==> config.mk <==
export PLATFORM = sky130hd
export DESIGN_NAME = id_reg
export DESIGN_NICKNAME = d
export VERILOG_FILES = /design/src/rtl/id_reg_pkg.sv /design/src/rtl/id_reg_decoder.sv /design/src/rtl/id_reg.sv
export SDC_FILE = /design/constraint.sdc
export NUM_CORES = 1
export LEC_CHECK = 0
export ABC_AREA = 1
export BUFFER_PORTS_ARGS = -buffer_cell sky130_fd_sc_hd__clkbuf_2
export CAP_MARGIN = 5
export CORE_UTILIZATION = 50
export CTS_CLUSTER_SIZE = 20
export DETAILED_ROUTE_END_ITERATION = 8
export GPL_ROUTABILITY_DRIVEN = 0
export PLACE_DENSITY = 0.82
export SYNTH_ARGS = -nofsm -noshare
export SYNTH_HDL_FRONTEND = slang
export SYNTH_SLANG_ARGS = --single-unit
==> constraint.sdc <==
create_clock -name clk -period 2.8 [get_ports clk]
set_input_delay 0.14 -clock clk [delete_from_list [all_inputs] [get_ports clk]]
set_output_delay 0.14 -clock clk [all_outputs]
set_load 0.05 [all_outputs]
==> src/rtl/id_reg_pkg.sv <==
// ---------------------------------------------------------------------------
// id_reg_pkg
// Shared CPU definitions used by the ID stage: opcode encodings, instruction
// field bit positions, the canonical NOP word, register-index width and the
// reset values of the ID pipeline register.
// ---------------------------------------------------------------------------
package id_reg_pkg;

    localparam int CPU_REG_ADDR_W = 5;

    // Instruction field positions
    localparam int OP_MSB  = 31;
    localparam int OP_LSB  = 26;
    localparam int RA_MSB  = 25;
    localparam int RA_LSB  = 21;
    localparam int RB_MSB  = 20;
    localparam int RB_LSB  = 16;
    localparam int RC_MSB  = 15;
    localparam int RC_LSB  = 11;
    localparam int IMM_MSB = 15;
    localparam int IMM_LSB = 0;
    localparam int IMM_W   = IMM_MSB - IMM_LSB + 1;

    typedef enum logic [5:0] {
        OP_NOP  = 6'h00,
        OP_ADD  = 6'h01,
        OP_ADDI = 6'h02,
        OP_LD   = 6'h03,
        OP_ST   = 6'h04,
        OP_BEQ  = 6'h05,
        OP_JMP  = 6'h06
    } opcode_e;

    localparam logic [31:0] ISA_NOP = 32'h0000_0000;

    // Reset / bubble values of the ID register
    localparam logic [5:0] RST_OP     = OP_NOP;
    localparam logic       RST_EN     = 1'b0;
    localparam logic       RST_DST_EN = 1'b0;

    // Map a raw opcode field onto the defined set; anything else is a NOP.
    function automatic opcode_e legal_op(input logic [5:0] raw);
        opcode_e op;
        case (raw)
            6'h01:   op = OP_ADD;
            6'h02:   op = OP_ADDI;
            6'h03:   op = OP_LD;
            6'h04:   op = OP_ST;
            6'h05:   op = OP_BEQ;
            6'h06:   op = OP_JMP;
            default: op = OP_NOP;
        endcase
        return op;
    endfunction

endpackage

==> src/rtl/id_reg_decoder.sv <==
// ---------------------------------------------------------------------------
// id_decoder
// Purely combinational instruction decoder for the ID stage.
//   insn_i   : fetched instruction word
//   op_o     : legalised opcode (undefined -> NOP)
//   ra_o/rb_o: source register indices taken straight from the instruction
//   dst_o    : destination index (rc for ADD, rb for ADDI/LD, 0 otherwise)
//   use_ra_o/use_rb_o : opcode actually reads ra / rb
//   writes_o : opcode writes a register
//   imm_o    : sign-extended 16-bit immediate
// ---------------------------------------------------------------------------
module id_decoder
    import id_reg_pkg::*;
#(
    parameter int WORD_DATA_W = 32
) (
    input  logic [WORD_DATA_W-1:0]    insn_i,
    output opcode_e                   op_o,
    output logic [CPU_REG_ADDR_W-1:0] ra_o,
    output logic [CPU_REG_ADDR_W-1:0] rb_o,
    output logic [CPU_REG_ADDR_W-1:0] dst_o,
    output logic                      use_ra_o,
    output logic                      use_rb_o,
    output logic                      writes_o,
    output logic [WORD_DATA_W-1:0]    imm_o
);

    logic [CPU_REG_ADDR_W-1:0] rc_s;

    assign op_o  = legal_op(insn_i[OP_MSB:OP_LSB]);
    assign ra_o  = insn_i[RA_MSB:RA_LSB];
    assign rb_o  = insn_i[RB_MSB:RB_LSB];
    assign rc_s  = insn_i[RC_MSB:RC_LSB];
    assign imm_o = {{(WORD_DATA_W-IMM_W){insn_i[IMM_MSB]}}, insn_i[IMM_MSB:IMM_LSB]};

    // Per-opcode source usage and destination selection
    always_comb begin
        use_ra_o = 1'b0;
        use_rb_o = 1'b0;
        writes_o = 1'b0;
        dst_o    = '0;
        case (op_o)
            OP_ADD: begin
                use_ra_o = 1'b1;
                use_rb_o = 1'b1;
                writes_o = 1'b1;
                dst_o    = rc_s;
            end
            OP_ADDI, OP_LD: begin
                use_ra_o = 1'b1;
                writes_o = 1'b1;
                dst_o    = rb_o;
            end
            OP_ST, OP_BEQ: begin
                use_ra_o = 1'b1;
                use_rb_o = 1'b1;
            end
            OP_JMP: begin
                use_ra_o = 1'b1;
            end
            default: begin
                use_ra_o = 1'b0;
                use_rb_o = 1'b0;
            end
        endcase
    end

endmodule

==> src/rtl/id_reg.sv <==
// ---------------------------------------------------------------------------
// id_reg
// ID-stage pipeline register. Decodes the IF slot, reads the register file,
// forwards ALU results from EX, detects load-use hazards, resolves branches
// and registers the decoded instruction into EX.
//   clk, reset          : clock, synchronous active-high reset
//   IFPC/IFInsn/IFEn    : IF slot (PC already +1), instruction, valid
//   Stall/Flush         : downstream hold / kill of the ID register
//   RaAddr/RbAddr       : combinational register-file read indices
//   RaData/RbData       : register-file read data
//   ExDstAddr/ExDstEn/ExIsLoad/ExFwdData : EX-stage forwarding/hazard info
//   LdStall             : combinational load-use stall towards IF
//   BrTaken/BrAddr      : combinational redirect towards IF
//   IDPC..IDEn          : registered decoded instruction for EX
// ---------------------------------------------------------------------------
module id_reg
    import id_reg_pkg::*;
#(
    parameter int WORD_ADDR_W = 30,
    parameter int WORD_DATA_W = 32,
    parameter int REG_ADDR_W  = CPU_REG_ADDR_W
) (
    input  logic                   clk,
    input  logic                   reset,
    input  logic [WORD_ADDR_W-1:0] IFPC,
    input  logic [WORD_DATA_W-1:0] IFInsn,
    input  logic                   IFEn,
    input  logic                   Stall,
    input  logic                   Flush,
    output logic [REG_ADDR_W-1:0]  RaAddr,
    output logic [REG_ADDR_W-1:0]  RbAddr,
    input  logic [WORD_DATA_W-1:0] RaData,
    input  logic [WORD_DATA_W-1:0] RbData,
    input  logic [REG_ADDR_W-1:0]  ExDstAddr,
    input  logic                   ExDstEn,
    input  logic                   ExIsLoad,
    input  logic [WORD_DATA_W-1:0] ExFwdData,
    output logic                   LdStall,
    output logic                   BrTaken,
    output logic [WORD_ADDR_W-1:0] BrAddr,
    output logic [WORD_ADDR_W-1:0] IDPC,
    output logic [5:0]             IDOp,
    output logic [REG_ADDR_W-1:0]  IDDst,
    output logic                   IDDstEn,
    output logic [WORD_DATA_W-1:0] IDOpA,
    output logic [WORD_DATA_W-1:0] IDOpB,
    output logic [WORD_DATA_W-1:0] IDImm,
    output logic                   IDEn
);

    opcode_e                op_s;
    logic [REG_ADDR_W-1:0]  ra_s;
    logic [REG_ADDR_W-1:0]  rb_s;
    logic [REG_ADDR_W-1:0]  dst_s;
    logic                   use_ra_s;
    logic                   use_rb_s;
    logic                   writes_s;
    logic [WORD_DATA_W-1:0] imm_s;
    logic [WORD_DATA_W-1:0] opa_s;
    logic [WORD_DATA_W-1:0] opb_s;
    logic                   ld_stall_s;
    logic                   br_cond_s;
    logic                   br_taken_s;
    logic [WORD_ADDR_W-1:0] br_addr_s;

    logic [WORD_ADDR_W-1:0] pc_q,     pc_d;
    logic [5:0]             op_q,     op_d;
    logic [REG_ADDR_W-1:0]  dst_q,    dst_d;
    logic                   dst_en_q, dst_en_d;
    logic [WORD_DATA_W-1:0] opa_q,    opa_d;
    logic [WORD_DATA_W-1:0] opb_q,    opb_d;
    logic [WORD_DATA_W-1:0] imm_q,    imm_d;
    logic                   en_q,     en_d;

    id_decoder #(
        .WORD_DATA_W (WORD_DATA_W)
    ) u_dec (
        .insn_i   (IFInsn),
        .op_o     (op_s),
        .ra_o     (ra_s),
        .rb_o     (rb_s),
        .dst_o    (dst_s),
        .use_ra_o (use_ra_s),
        .use_rb_o (use_rb_s),
        .writes_o (writes_s),
        .imm_o    (imm_s)
    );

    assign RaAddr = ra_s;
    assign RbAddr = rb_s;

    // Operand select: r0 is hard zero, otherwise a non-load EX result wins
    // over the register file
    always_comb begin
        opa_s = '0;
        opb_s = '0;
        if (ra_s == '0) begin
            opa_s = '0;
        end else if (ExDstEn && (ExDstAddr == ra_s) && !ExIsLoad) begin
            opa_s = ExFwdData;
        end else begin
            opa_s = RaData;
        end
        if (rb_s == '0) begin
            opb_s = '0;
        end else if (ExDstEn && (ExDstAddr == rb_s) && !ExIsLoad) begin
            opb_s = ExFwdData;
        end else begin
            opb_s = RbData;
        end
    end

    // Load-use hazard only against sources the opcode really reads
    assign ld_stall_s = IFEn && ExIsLoad && ExDstEn && (ExDstAddr != '0) &&
                        ((use_ra_s && (ExDstAddr == ra_s)) ||
                         (use_rb_s && (ExDstAddr == rb_s)));

    assign br_cond_s  = ((op_s == OP_BEQ) && (opa_s == opb_s)) || (op_s == OP_JMP);
    assign br_taken_s = IFEn && !ld_stall_s && !Stall && !Flush && br_cond_s;

    // Redirect target; PC-relative add wraps at the address width
    always_comb begin
        br_addr_s = '0;
        if (!br_taken_s) begin
            br_addr_s = '0;
        end else if (op_s == OP_JMP) begin
            br_addr_s = opa_s[WORD_ADDR_W-1:0];
        end else begin
            br_addr_s = IFPC + imm_s[WORD_ADDR_W-1:0];
        end
    end

    assign LdStall = ld_stall_s;
    assign BrTaken = br_taken_s;
    assign BrAddr  = br_addr_s;

    // ID register next state: Flush > Stall > bubble (hazard or empty slot) > capture
    always_comb begin
        pc_d     = pc_q;
        op_d     = op_q;
        dst_d    = dst_q;
        dst_en_d = dst_en_q;
        opa_d    = opa_q;
        opb_d    = opb_q;
        imm_d    = imm_q;
        en_d     = en_q;
        if (Flush || (!Stall && (ld_stall_s || !IFEn))) begin
            pc_d     = '0;
            op_d     = RST_OP;
            dst_d    = '0;
            dst_en_d = RST_DST_EN;
            opa_d    = '0;
            opb_d    = '0;
            imm_d    = '0;
            en_d     = RST_EN;
        end else if (Stall) begin
            en_d     = en_q;
        end else begin
            pc_d     = IFPC;
            op_d     = op_s;
            dst_d    = dst_s;
            dst_en_d = writes_s && (dst_s != '0);
            opa_d    = opa_s;
            opb_d    = opb_s;
            imm_d    = imm_s;
            en_d     = 1'b1;
        end
    end

    // ID pipeline register with synchronous reset
    always_ff @(posedge clk) begin
        if (reset) begin
            pc_q     <= '0;
            op_q     <= RST_OP;
            dst_q    <= '0;
            dst_en_q <= RST_DST_EN;
            opa_q    <= '0;
            opb_q    <= '0;
            imm_q    <= '0;
            en_q     <= RST_EN;
        end else begin
            pc_q     <= pc_d;
            op_q     <= op_d;
            dst_q    <= dst_d;
            dst_en_q <= dst_en_d;
            opa_q    <= opa_d;
            opb_q    <= opb_d;
            imm_q    <= imm_d;
            en_q     <= en_d;
        end
    end

    assign IDPC    = pc_q;
    assign IDOp    = op_q;
    assign IDDst   = dst_q;
    assign IDDstEn = dst_en_q;
    assign IDOpA   = opa_q;
    assign IDOpB   = opb_q;
    assign IDImm   = imm_q;
    assign IDEn    = en_q;

endmodule
* Word-level counts from Yosys, hierarchy flattened
Index checks and enable logic that the tools add are counted.
** Word-level totals
- Register bits after elaboration :: 123
- Bits in latches :: 0
- Memory bits (writable) :: 0
- ROM bits :: 0
- Word-level logic and storage cells :: 70
- Memories :: 0
** Operators by class
- $add $sub $neg :: 1
- Multiply operators :: 0
- Divide/modulo/power cells :: 0
- $lt $le $gt $ge :: 0
- Equality and inequality tests :: 15
- Shift operators :: 0
- Multiplexer cells :: 11
- Bitwise operators :: 0
- Reductions and logical operators :: 35
** Operators by type and width (number)
- $mux 32 :: 4
- $mux 30 :: 2
- $eq 32x32->1 :: 1
- $add 30x30->30 :: 1
- $eq 6x3->1 const B :: 4
- $pmux 3 s6 :: 1
- $logic_and 1x1->1 :: 17
- $eq 6x2->1 const B :: 2
- $eq 5x5->1 :: 2
- $logic_not 5->1 :: 2
- $pmux 5 s2 :: 1
- $reduce_bool 5->1 :: 2
- $eq 3x2->1 const B :: 2
- $eq 3x3->1 const B :: 2
- $eq 6x1->1 const B :: 1
- $reduce_or 3->1 :: 2
- $reduce_or 6->1 :: 1
- $logic_not 1->1 :: 5
- $logic_or 1x1->1 :: 4
- $reduce_or 2->1 :: 2
- $eq 3x1->1 const B :: 1
- $mux 1 :: 3

* Depth between registers and ports, before layout
- Depth after elaboration :: 14
- Mapped depth :: 22
- Gate-level depth less buffers :: 21

* By module
A second synthesis with hierarchy kept.
** Second synthesis, totals
- Cells, all modules :: 1634
- Area, all modules :: 9918.3 µm²
** Modules (own cells, without submodules)
- id_reg :: times used 1, cells an instance 1544, area an instance 9340.2 µm²
- id_decoder :: times used 1, cells an instance 90, area an instance 578.1 µm²

* Least setup slack after synthesis
OpenSTA, ideal clock, no wires.
- Kind :: input port to output port
- Start point :: input port IFInsn[31]
- End point :: output port BrAddr[29]
- Data arrival time :: 2.946 ns
- Required time :: 2.660 ns
- Path slack :: -0.286 ns
- Stages on the path :: 14
- Cells stage by stage :: nor2_1 > inv_1 > nor2_1 > inv_1 > a211oi_1 > inv_1 > ha_1 > o31ai_1 > a21oi_1 > inv_1 > nand2_1 > nor3_1 > nand2_2 > nor2_1
** On the way
- Word-level cells in the longest chain between the ends :: 14
** RTL lines
- start: declaration :: RTL line id_reg.sv:26 : input logic [WORD_DATA_W-1:0] IFInsn,
- $eq 6x3->1, or another cell as far along :: RTL line id_reg_pkg.sv:44 : case (raw)
- $pmux 3 s6 (*) :: RTL line id_reg_pkg.sv:44
- net op_s[0] :: RTL line id_reg.sv:51 : opcode_e op_s;
- $eq 6x3->1, or another cell as far along :: RTL line id_reg.sv:118, id_reg.sv:126
- $reduce_or 6->1 (no line) or $reduce_or 3->1 (tied branches)
- $mux 1 :: RTL line id_reg_decoder.sv:42 : case (op_o)
- $logic_and 1x1->1 (on tied branches) :: RTL line id_reg.sv:115, id_reg.sv:116
- $logic_or 1x1->1 (*) :: RTL line id_reg.sv:115 : ((use_ra_s && (ExDstAddr == ra_s)) ||
- $logic_and 1x1->1 (*) :: RTL line id_reg.sv:114 : assign ld_stall_s = IFEn && ExIsLoad && ExDstEn && (ExDstAddr != '0) &&
- net LdStall :: RTL line id_reg.sv:38 : output logic LdStall,
- $logic_not 1->1 (*) :: RTL line id_reg.sv:119 : assign br_taken_s = IFEn && !ld_stall_s && !Stall && !Flush && br_cond_s;
- $logic_and 1x1->1 (*) (4 in series) :: RTL line id_reg.sv:119
- $mux 30 (*) :: RTL line id_reg.sv:124 : if (!br_taken_s) begin
- end: declaration :: RTL line id_reg.sv:40 : output logic [WORD_ADDR_W-1:0] BrAddr,
Mark *: on every way through the listed nets, which the timed path passes. The rest lies on a longest branch.

* Worst setup path after layout
- Start point :: input port IFInsn[23]
- End point :: output port BrAddr[13]
** On the way
- Word-level cells in the longest chain between the ends :: 10
** RTL lines (RTL line)
- $eq 5x5->1 :: id_reg.sv:99, id_reg.sv:115
- $logic_and 1x1->1 (on tied branches) :: id_reg.sv:99, id_reg.sv:115
- $logic_and 1x1->1 or $logic_or 1x1->1 (tied branches) :: id_reg.sv:99, id_reg.sv:115
- $mux 32 or $logic_and 1x1->1 (tied branches) :: id_reg.sv:99, id_reg.sv:114
- $mux 32 or $logic_not 1->1 (tied branches) :: id_reg.sv:97, id_reg.sv:119
- $eq 32x32->1 or $logic_and 1x1->1 (tied branches) :: id_reg.sv:118, id_reg.sv:119
- $logic_and 1x1->1 (on tied branches) :: id_reg.sv:118, id_reg.sv:119
- $logic_or 1x1->1 or $logic_and 1x1->1 (tied branches) :: id_reg.sv:118, id_reg.sv:119
- $logic_and 1x1->1 :: id_reg.sv:119
- $mux 30 (*) :: id_reg.sv:124
Every way passes the cells marked *; elsewhere a longest branch is shown, timed or not.

==> run metrics <==
Worst Skew=0 ns; worst reg2reg setup slack=1.82 ns; Cell variety after synth=45; Syn Inst Count=1478; Psw=2040 uW; Worst Max-Slew Pin Slew=0.547 ns; Slew headroom=63.1%; most frequent cell after synthesis=nand2_1; PwrDens=433 nW/um^2; Final setup viols=0; reg2reg start=IDImm[15]; Synth top area share=26.8%; CP Launch Type=input pin; Async S/R FF share, synth=0%; via count=11900; sequential share of the synthesized area=26.8%; grt met3 use=6.79%; RSZ-0062 raised after global routing=yes; Slew Viols, Final=0; switching share of power=35.3%; Worst Path Required=2.66 ns; Final ANT Viol Nets=0; CORE AREA=17400 um^2; die area=18500 um^2; routing usage on met1=45.8%; number of remaining DRC errors=0; Ys Warns=0; Worst-Skew Late Latency=0.42 ns; share of cells above drive strength 1=32.7%; largest cells by area after synthesis=dfxtp_1 27%, nand2_1 19%, a21oi_1 8.0%, inv_1 6.7%, nor2_1 6.5%; run status=complete, no violations; Hold Crit Start=IFPC[28]; max-cap viol count=0; initial antenna violation count=0; H-tree Lvls=4; WP data arrival=2.66 ns; worst reg2reg path depth=2; ANT cells=0; grt peak-use layer=met2; Tmin final=2.80 ns; Rows=48; Via density=5.66; router iterations before antenna repair=9; global-route wire length before repair=53.4 mm; hold endpoint=IDPC[28]; initial drt markers=1298; Leak Pwr=0.00691 uW; Mapped Area=8960 um^2; total track usage=37.6%; nets=2078; maximum fanout along the worst path=33; Synth area leader=dfxtp_1; post-synthesis register bit count=120; grt ovf=0; Final Core Density=76.9%; top_reg_cell synth=dfxtp_1; Max VDD drop=0.432 mV; Clk network pwr share=40.0%; Gate power share=29.2%; Post-DP HPWL=25.5 mm; Reg power frac=30.8%; Die X=136 um; Int Power=3750 uW; TritonCTS clock tree=done; Commonest cells post-synth=455 x nand2_1, 159 x inv_1, 156 x nor2_1; hold crit path type=in -> reg; fmax=357 MHz; clock buffer depth=2; Worst Setup End Kind=primary output; clock transition at the registers of the reported paths=0.06 ns; total CTS buffers=17; area grow syn2layout=49.5%; hold path depth=3; final hold vios=0; # port buffers=347; M2 GR Usage=62.4%; largest net degree at the start of global routing=94; crit path kind=in -> out; Root Buffer=clkbuf_16; clock sink total=120; Post-Syn Area per Cell=6.06 um^2; Tcrit/Tclk final=99.9%; Post-synth EDFFs=0; Routed WL=38.4 mm; number of global-route vias before repair=10500; Initial Util=51.4%; drt wl/cell=18.2 um; r2r endpoint=IDImm[15]; Final TNS setup=0 ns; IO Count=351; Die Ht=136 um
[cell usage in the layout (no fill, tap or decap), types with 38 or more instances in the layout]
cell type,netlist,routed
nand2_1,455,438
clkbuf_2,0,308
inv_1,159,150
nor2_1,156,141
a21oi_1,144,133
dfxtp_1,120,120
buf_4,31,66
nand3_1,78,64
o21ai_0,64,56
buf_12,0,40
nor2_4,3,38
[worst max-delay path, stage by stage]
cell and delay (ns):
clkbuf_2 0.13, inv_1 0.05, nand2_1 0.07, nand2_2 0.06, nor2_1 0.17, nand4_2 0.14, buf_12 0.20, nand2_1 0.09
nand3_2 0.08, buf_4 0.16, inv_1 0.06, nand2_1 0.05, nand2_1 0.06, nand2_1 0.09, nor2_1 0.10, nand2_1 0.09
nor2_2 0.13, nand3_2 0.10, nand2_4 0.10, nand2_8 0.09, buf_12 0.17, nor2_4 0.16, buf_12 0.15
[worst max-delay path by stage]
stage | start | endpoint | cells after the start
final | IFInsn[23] | BrAddr[13] | 23
after floorplan | IFInsn[31] | BrAddr[27] | 15
after CTS | IFPC[2] | BrAddr[17] | 13
after detailed placement | ExDstAddr[1] | BrAddr[3] | 21
after global routing | ExDstAddr[2] | BrAddr[13] | 23
after global placement | IFInsn[19] | BrTaken | 19
[sequential cells by signal (all words and copies together), names as in the netlist]
register and cells:
IDEn 1, IDOp 3, IDDst 5, IDOpA 32, IDImm 16, IDDstEn 1
IDOpB 32, IDPC 30
[power groups by stage]
stage	sequential (uW)	clock, uW	combinational (uW)
floorplan	1980	0	834
global placement	1820	0	1450
detailed placement	1820	0	1480
CTS	1780	2310	1540
global route	1790	2390	1810
finish	1780	2320	1690
[cell type report]
cell class                      instances  area (um^2)
Multi-Input combinational cell       1095         5890
Tap cell                              225          282
Fill cell                            1222         4030
Sequential cell                       120         2400
Clock inverter                         14          174
Timing Repair Buffer                  474         3580
Clock buffer                           18          429
Inverter                              165          631
[through the flow]
stage	hold slack (ns)	std cells	total power, uW	setup WS [ns]	area (um^2)
4_1_cts	0.00353	2084	5630	0.00636	12600
2_1_floorplan	0.285	1480	2810	-0.121	9110
5_1_grt	0.0156	2111	5980	-0.139	13400
3_5_place_dp	0.399	2015	3290	-0.0816	11600
3_3_place_gp	0.399	2015	3270	-0.0491	11600
6_report	0.0174	2111	5800	0.00172	13400
[metal layers]
| layer | share of wire [%] | up-vias |
|---|---|---|
| li1 | - | 5445 |
| met1 | 36 | 5291 |
| met3 | 11 | 234 |
| met4 | 6.8 | 0 |
| met5 | 0 | - |
| met2 | 46 | 971 |
[what timing repair did]
action,4_1_cts,5_1_grt
hold buffers,36,0
setup buffers,1,18
pin swaps,1,48
gates resized for setup,19,123
hold endpoints to repair,36,0
setup endpoints to repair,25,31
cloned,0,10
[cells by family after synthesis]
kind of cell             share of synthesized area, %
flip-flops                                       26.8
adder cells (fa/ha/maj)                          4.97
other                                          0.0419
AO/OA/AOI/OAI                                    14.4
AND/OR/NAND/NOR                                  36.9
buffers and inverters                            13.4
XOR/XNOR                                         3.51
Power figures use the tool's default switching activity.
